### src/rtl/div_unit.sv
// -----------------------------------------------------------------------------
// div_unit -- 32-bit iterative integer divider (DIV / DIVU / REM / REMU).
//
// Signed operations are reduced to magnitudes, divided by an unsigned restoring
// shift-subtract core (one quotient bit per cycle, MSB first, 32 cycles) and the
// signs are restored when the last bit is produced.
//
// Optional feature macro: DIV_FAST_PATH_EN
//   When defined, divide-by-zero and signed overflow (0x80000000 / -1) requests
//   skip the iteration and go straight from IDLE to DONE (result one cycle
//   after the start edge). When undefined, every request takes the full
//   33-cycle path; the special-case results are identical in both builds.
// -----------------------------------------------------------------------------
module div_unit (
    input  logic        i_clk,
    input  logic        i_reset,
    input  logic [31:0] i_op_a,
    input  logic [31:0] i_op_b,
    input  logic [1:0]  i_div_op,
    input  logic        i_start,
    output logic [31:0] o_div_data,
    output logic        o_busy,
    output logic        o_valid
);

    typedef enum logic [1:0] {
        ST_IDLE = 2'd0,
        ST_CALC = 2'd1,
        ST_DONE = 2'd2
    } state_t;

    // Two's-complement magnitude of a value when it is treated as signed.
    function automatic logic [31:0] magnitude(input logic [31:0] v, input logic is_signed);
        return (is_signed && v[31]) ? (32'd0 - v) : v;
    endfunction

    // Result of a division by zero: all ones for a quotient, dividend for a remainder.
    function automatic logic [31:0] zero_div_result(input logic is_rem, input logic [31:0] dividend);
        return is_rem ? dividend : 32'hFFFF_FFFF;
    endfunction

    // Conditional two's-complement negation used for sign restoration.
    function automatic logic [31:0] apply_sign(input logic [31:0] v, input logic negate);
        return negate ? (32'd0 - v) : v;
    endfunction

    // ---------------------------------------------------------------- state
    state_t      state_r;
    logic [4:0]  count_r;      // iteration counter, 0..31
    logic [31:0] opa_r;        // raw dividend, returned by REM/REMU on divide-by-zero
    logic [31:0] divisor_r;    // divisor magnitude
    logic [32:0] rem_r;        // partial remainder
    logic [31:0] quot_r;       // dividend magnitude shifting out, quotient bits shifting in
    logic        is_rem_r;     // request wants the remainder
    logic        neg_quot_r;   // quotient must be negated at the end
    logic        neg_rem_r;    // remainder must be negated at the end
    logic        div_zero_r;   // divisor was zero
    logic [31:0] result_r;
    logic        valid_r;

    // ------------------------------------------------------ request decode
    logic        in_signed_s;
    logic        in_div_zero_s;
    logic        fast_hit_s;
    logic [31:0] fast_result_s;

    assign in_signed_s   = ~i_div_op[0];
    assign in_div_zero_s = (i_op_b == 32'd0);

`ifdef DIV_FAST_PATH_EN
    logic in_overflow_s;

    assign in_overflow_s = in_signed_s && (i_op_a == 32'h8000_0000) && (i_op_b == 32'hFFFF_FFFF);
    assign fast_hit_s    = in_div_zero_s || in_overflow_s;
    assign fast_result_s = in_div_zero_s ? zero_div_result(i_div_op[1], i_op_a)
                                         : (i_div_op[1] ? 32'd0 : 32'h8000_0000);
`else
    assign fast_hit_s    = 1'b0;
    assign fast_result_s = 32'd0;
`endif

    // ------------------------------------------------- restoring iteration
    // The remainder stays below the divisor, so rem_r[32] is normally clear;
    // it is still folded into the compare so the step is correct for any
    // 34-bit shifted value.
    logic [32:0] shifted_s;
    logic [32:0] diff_s;
    logic        step_ge_s;
    logic [32:0] rem_next_s;
    logic [31:0] quot_next_s;
    logic [31:0] quot_final_s;
    logic [31:0] rem_final_s;
    logic [31:0] final_s;

    assign shifted_s   = {rem_r[31:0], quot_r[31]};
    assign diff_s      = shifted_s - {1'b0, divisor_r};
    assign step_ge_s   = rem_r[32] | (shifted_s >= {1'b0, divisor_r});
    assign rem_next_s  = step_ge_s ? diff_s : shifted_s;
    assign quot_next_s = {quot_r[30:0], step_ge_s};

    // Signed overflow (0x80000000 / -1) needs no special handling here:
    // magnitude 0x80000000 negated is 0x80000000 and the remainder is zero.
    assign quot_final_s = apply_sign(quot_next_s, neg_quot_r);
    assign rem_final_s  = apply_sign(rem_next_s[31:0], neg_rem_r);
    assign final_s      = div_zero_r ? zero_div_result(is_rem_r, opa_r)
                                     : (is_rem_r ? rem_final_s : quot_final_s);

    // Control FSM and datapath registers: capture in IDLE, iterate in CALC, publish in DONE.
    always_ff @(posedge i_clk) begin
        if (i_reset) begin
            state_r    <= ST_IDLE;
            count_r    <= 5'd0;
            opa_r      <= 32'd0;
            divisor_r  <= 32'd0;
            rem_r      <= 33'd0;
            quot_r     <= 32'd0;
            is_rem_r   <= 1'b0;
            neg_quot_r <= 1'b0;
            neg_rem_r  <= 1'b0;
            div_zero_r <= 1'b0;
            result_r   <= 32'd0;
            valid_r    <= 1'b0;
        end else begin
            case (state_r)
                ST_IDLE: begin
                    valid_r <= 1'b0;
                    if (i_start) begin
                        count_r <= 5'd0;
                        if (fast_hit_s) begin
                            result_r <= fast_result_s;
                            valid_r  <= 1'b1;
                            state_r  <= ST_DONE;
                        end else begin
                            opa_r      <= i_op_a;
                            divisor_r  <= magnitude(i_op_b, in_signed_s);
                            quot_r     <= magnitude(i_op_a, in_signed_s);
                            rem_r      <= 33'd0;
                            is_rem_r   <= i_div_op[1];
                            neg_quot_r <= in_signed_s && (i_op_a[31] ^ i_op_b[31]);
                            neg_rem_r  <= in_signed_s && i_op_a[31];
                            div_zero_r <= in_div_zero_s;
                            state_r    <= ST_CALC;
                        end
                    end else begin
                        state_r <= ST_IDLE;
                    end
                end
                ST_CALC: begin
                    rem_r   <= rem_next_s;
                    quot_r  <= quot_next_s;
                    count_r <= count_r + 5'd1;
                    if (count_r == 5'd31) begin
                        result_r <= final_s;
                        valid_r  <= 1'b1;
                        state_r  <= ST_DONE;
                    end else begin
                        valid_r  <= 1'b0;
                        state_r  <= ST_CALC;
                    end
                end
                ST_DONE: begin
                    valid_r <= 1'b0;
                    state_r <= ST_IDLE;
                end
                default: begin
                    valid_r <= 1'b0;
                    state_r <= ST_IDLE;
                end
            endcase
        end
    end

    assign o_div_data = result_r;
    assign o_valid    = valid_r;
    assign o_busy     = (state_r != ST_IDLE);

endmodule

### config.mk
export PLATFORM = sky130hd
export DESIGN_NAME = div_unit
export DESIGN_NICKNAME = d
export VERILOG_FILES = /design/src/rtl/div_unit.sv
export SDC_FILE = /design/constraint.sdc
export NUM_CORES = 1
export LEC_CHECK = 0
export CORE_ASPECT_RATIO = 1.4
export CORE_MARGIN = 8
export CORE_UTILIZATION = 45
export DETAILED_ROUTE_END_ITERATION = 8
export PLACE_DENSITY_LB_ADDON = 0.05
export SETUP_SLACK_MARGIN = 0.4
export SLEW_MARGIN = 20
export SYNTH_ARGS = -nofsm -noshare
export SYNTH_HDL_FRONTEND = slang
export SYNTH_SLANG_ARGS = --single-unit
### constraint.sdc
create_clock -name i_clk -period 4.8 [get_ports i_clk]
set_input_delay 0.96 -clock i_clk [delete_from_list [all_inputs] [get_ports i_clk]]
set_output_delay 0.96 -clock i_clk [all_outputs]
set_load 0.01 [all_outputs]
==> out/results.txt <==
Clock transition at path regs: 0.07 ns
CTS root buf: clkbuf_16
Detailed-route wire length per cell: 20.67 µm
Crit path kind: reg -> reg
Routed vias: 12690
Largest area contributor in the netlist: dfxtp_1
Largest net degree at the start of global routing: 73
CTS Buffer Depth: 2
Period utilization: 0.8907
Congestion Overflow GR: 0
P_int: 6.084 mW
Starting Density: 0.4551
Chip height: 210.6 µm
Dpl hpwl: 32620 µm
Count leader, synth: nand2_1
Vias in the first global route: 12170
Max VDD drop: 569.4 µV
DRT Pass-1 Iters: 7
Sequential-to-total area share from yosys stat: 0.2846
Post-synthesis net count: 1791
Prevailing post-synth register cell: dfxtp_1
Synth Area per Inst: 7.231 µm²
Overall power: 13.06 mW
Pwr dens: 908.7 nW/µm²
Clock share of power: 0.114
Fin. max-slew vios: 0
EDFF count, synth: 0
Initial antenna violation count: 0
Crit-path slowest cell: o41ai_1
Total CTS buffers: 17
Total Wirelength: 43630 µm
Cell count after synthesis: 1683
Clock latency on the worst-skew pair: 0.45 ns
Setup_tns: 0 ns
H-Tree Level Count: 4
Drt initial violations: 819
Register share of total power: 0.140
Setup Skew: 0.01111 ns
Netlist cell types: 73
Final Hold Fails: 0
Worst Setup End Kind: flip-flop
Crit path cell chain: inv_1, ha_1, inv_1, fa_1, a21o_1, a221o_2, a32o_1, nor2_1, xnor2_1, or3_4, o31a_1, o41ai_1, xnor2_1, a21oi_1, o22ai_1
Fin nets: 1841
Flops & latches, synth: 173
RePlAce Congestion: 0.9703
Overall global routing resource usage: 0.2648
Detail Route Antenna Nets: 0
Ant diodes: 0
Rel. slew slack: 0.4176
# IOs: 103
Max-cap violation count: 0
CP peak stage delay: 0.56 ns
Port-buffer cells: 102
Tmin final: 4.276 ns
Asr flop ratio synth: 0
Leak: 5.311 nW
Yosys top cell area share: 0.2846
Full die area: 32630 µm²
Top achievable clock speed: 233.9 MHz
Clock sinks: 173
Switch Pwr: 6.975 mW
Crit path DAT: 4.58 ns
Final setup viols: 0
Row count: 71
Worst-path fanout max: 6
Outcome: finished clean
Sw Ratio: 0.5341
Synth cell count leaders: nand2_1 (210), nor2_1 (195), a21oi_1 (185)
CP Launch Type: flip-flop
# DRC: 0
Synthesis Warnings: 0
Layout cell share with drive strength beyond 1: 0.08018
Req. time, crit path: 5.10 ns
Die W: 155.0 µm
Mapped cell area: 12170 µm²
CTS tree: built
Drt via density: 6.009
Global-route wire length before repair: 68140 µm
Measured slew at the worst slew-check pin: 0.8715 ns
Hold crit path type: reg -> reg
Layout overhead on the synthesized area: 18.09%
RSZ-0062 raised after global routing: no
Comb power frac: 0.746
Core ar.: 26740 µm²
Top post-synthesis cells by area: dfxtp_1 (28%), a21oi_1 (7.6%), nand2_1 (6.5%)
[per-stage QoR]
step                hold WS [ns]  cells  instance area (µm²)  setup WS [ns]  utilization
floorplan                 0.4312   1683                12180         0.4313            -
global placement          0.4299   2071                13490         0.2094       0.5046
detailed placement        0.4427   2071                13490         0.1018       0.5046
global route              0.4632   2111                14370         0.3957       0.5374
CTS                       0.4528   2106                14160         0.3693       0.5296
finish                    0.4480   2111                14370         0.5244       0.5374
[cell usage in the layout (no fill, tap or decap), types with 22 or more instances in the layout]
master and n:
nor2_1 193, o31ai_1 30, ha_1 23, buf_4 42, nand4_1 22, a21oi_1 181, clkdlybuf4s50_1 101, inv_1 59
or3_1 23, nand3_1 25, nor3_1 44, xor2_1 69, xnor2_1 54, a31oi_1 28, a22oi_1 35, o21ai_0 90
dfxtp_1 171, a211oi_1 42, nand2_1 208
[cell families (layout without fill, tap and decap cells)]
| logic type | Yosys count | count (layout) | share of synthesized area |
|---|---|---|---|
| flops | 173 | 173 | 0.2846 |
| simple gates | 609 | 610 | 0.2286 |
| buf+inv | 174 | 236 | 0.05511 |
| fa+ha+maj | 39 | 39 | 0.04072 |
| compound gates | 538 | 538 | 0.2798 |
| mux | 27 | 27 | 0.02272 |
| xor+xnor | 123 | 123 | 0.08853 |
[layer usage]
layer  track usage  wire length [µm]
met1        0.2979             17430
met2        0.4739             22060
met3       0.02972              1599
met4        0.1559              2536
met5             0                 0
[flip-flops by register name, summed over array words and instances, names as in the netlist]
name        count
count_r         5
div_zero_r      1
is_rem_r        1
opa_r          32
quot_r         32
neg_quot_r      1
rem_r          33
divisor_r      32
o_valid         1
neg_rem_r       1
state_r         2
o_div_data     32
[cell type report]
class | instances | area (µm²)
fillers | 2670 | 12370
clock buffers | 20 | 456.7
repair buffers | 144 | 1346
well taps | 365 | 456.7
clock inverters | 12 | 157.7
multi-input cells | 1337 | 8262
flip-flops and latches | 173 | 3466
inverters | 60 | 225.2
[worst paths after layout]
check	startpoint	endpoint	cells past startpoint	slack, ns
setup / recovery	quot_r[31]	o_div_data[23]	15	0.52
hold / removal	o_div_data[9]	o_div_data[9]	2	0.45
setup reg to reg	quot_r[31]	o_div_data[23]	15	0.52
hold reg to reg	o_div_data[9]	o_div_data[9]	2	0.45
[worst max-delay path, delay by kind of cell, from the launching register on]
| kind | cells | cell delay (ns) |
|---|---|---|
| AO/OA/AOI/OAI | 7 | 2.19 |
| XOR/XNOR | 2 | 0.33 |
| adder cells (fa/ha/maj) | 2 | 0.55 |
| buffers and inverters | 2 | 0.12 |
| flip-flops | 1 | 0.37 |
| AND/OR/NAND/NOR | 2 | 0.56 |
[power groups by stage]
stage,logic [mW],clock network (mW),registers (mW)
floorplan,6.37,0,1.77
global placement,8.75,0,1.84
global route,10.6,1.57,1.85
detailed placement,8.71,0,1.85
finish,9.74,1.49,1.83
CTS,8.94,1.51,1.82
[timing repair]
action                     in CTS  in global routing
gates cloned                    0                  1
pin swaps                       1                  8
setup endpoints to repair      12                 15
hold buffers                    0                  0
setup buffers                   3                  4
resized for setup               6                 42
No activity file was read; power rests on OpenSTA's default activity.
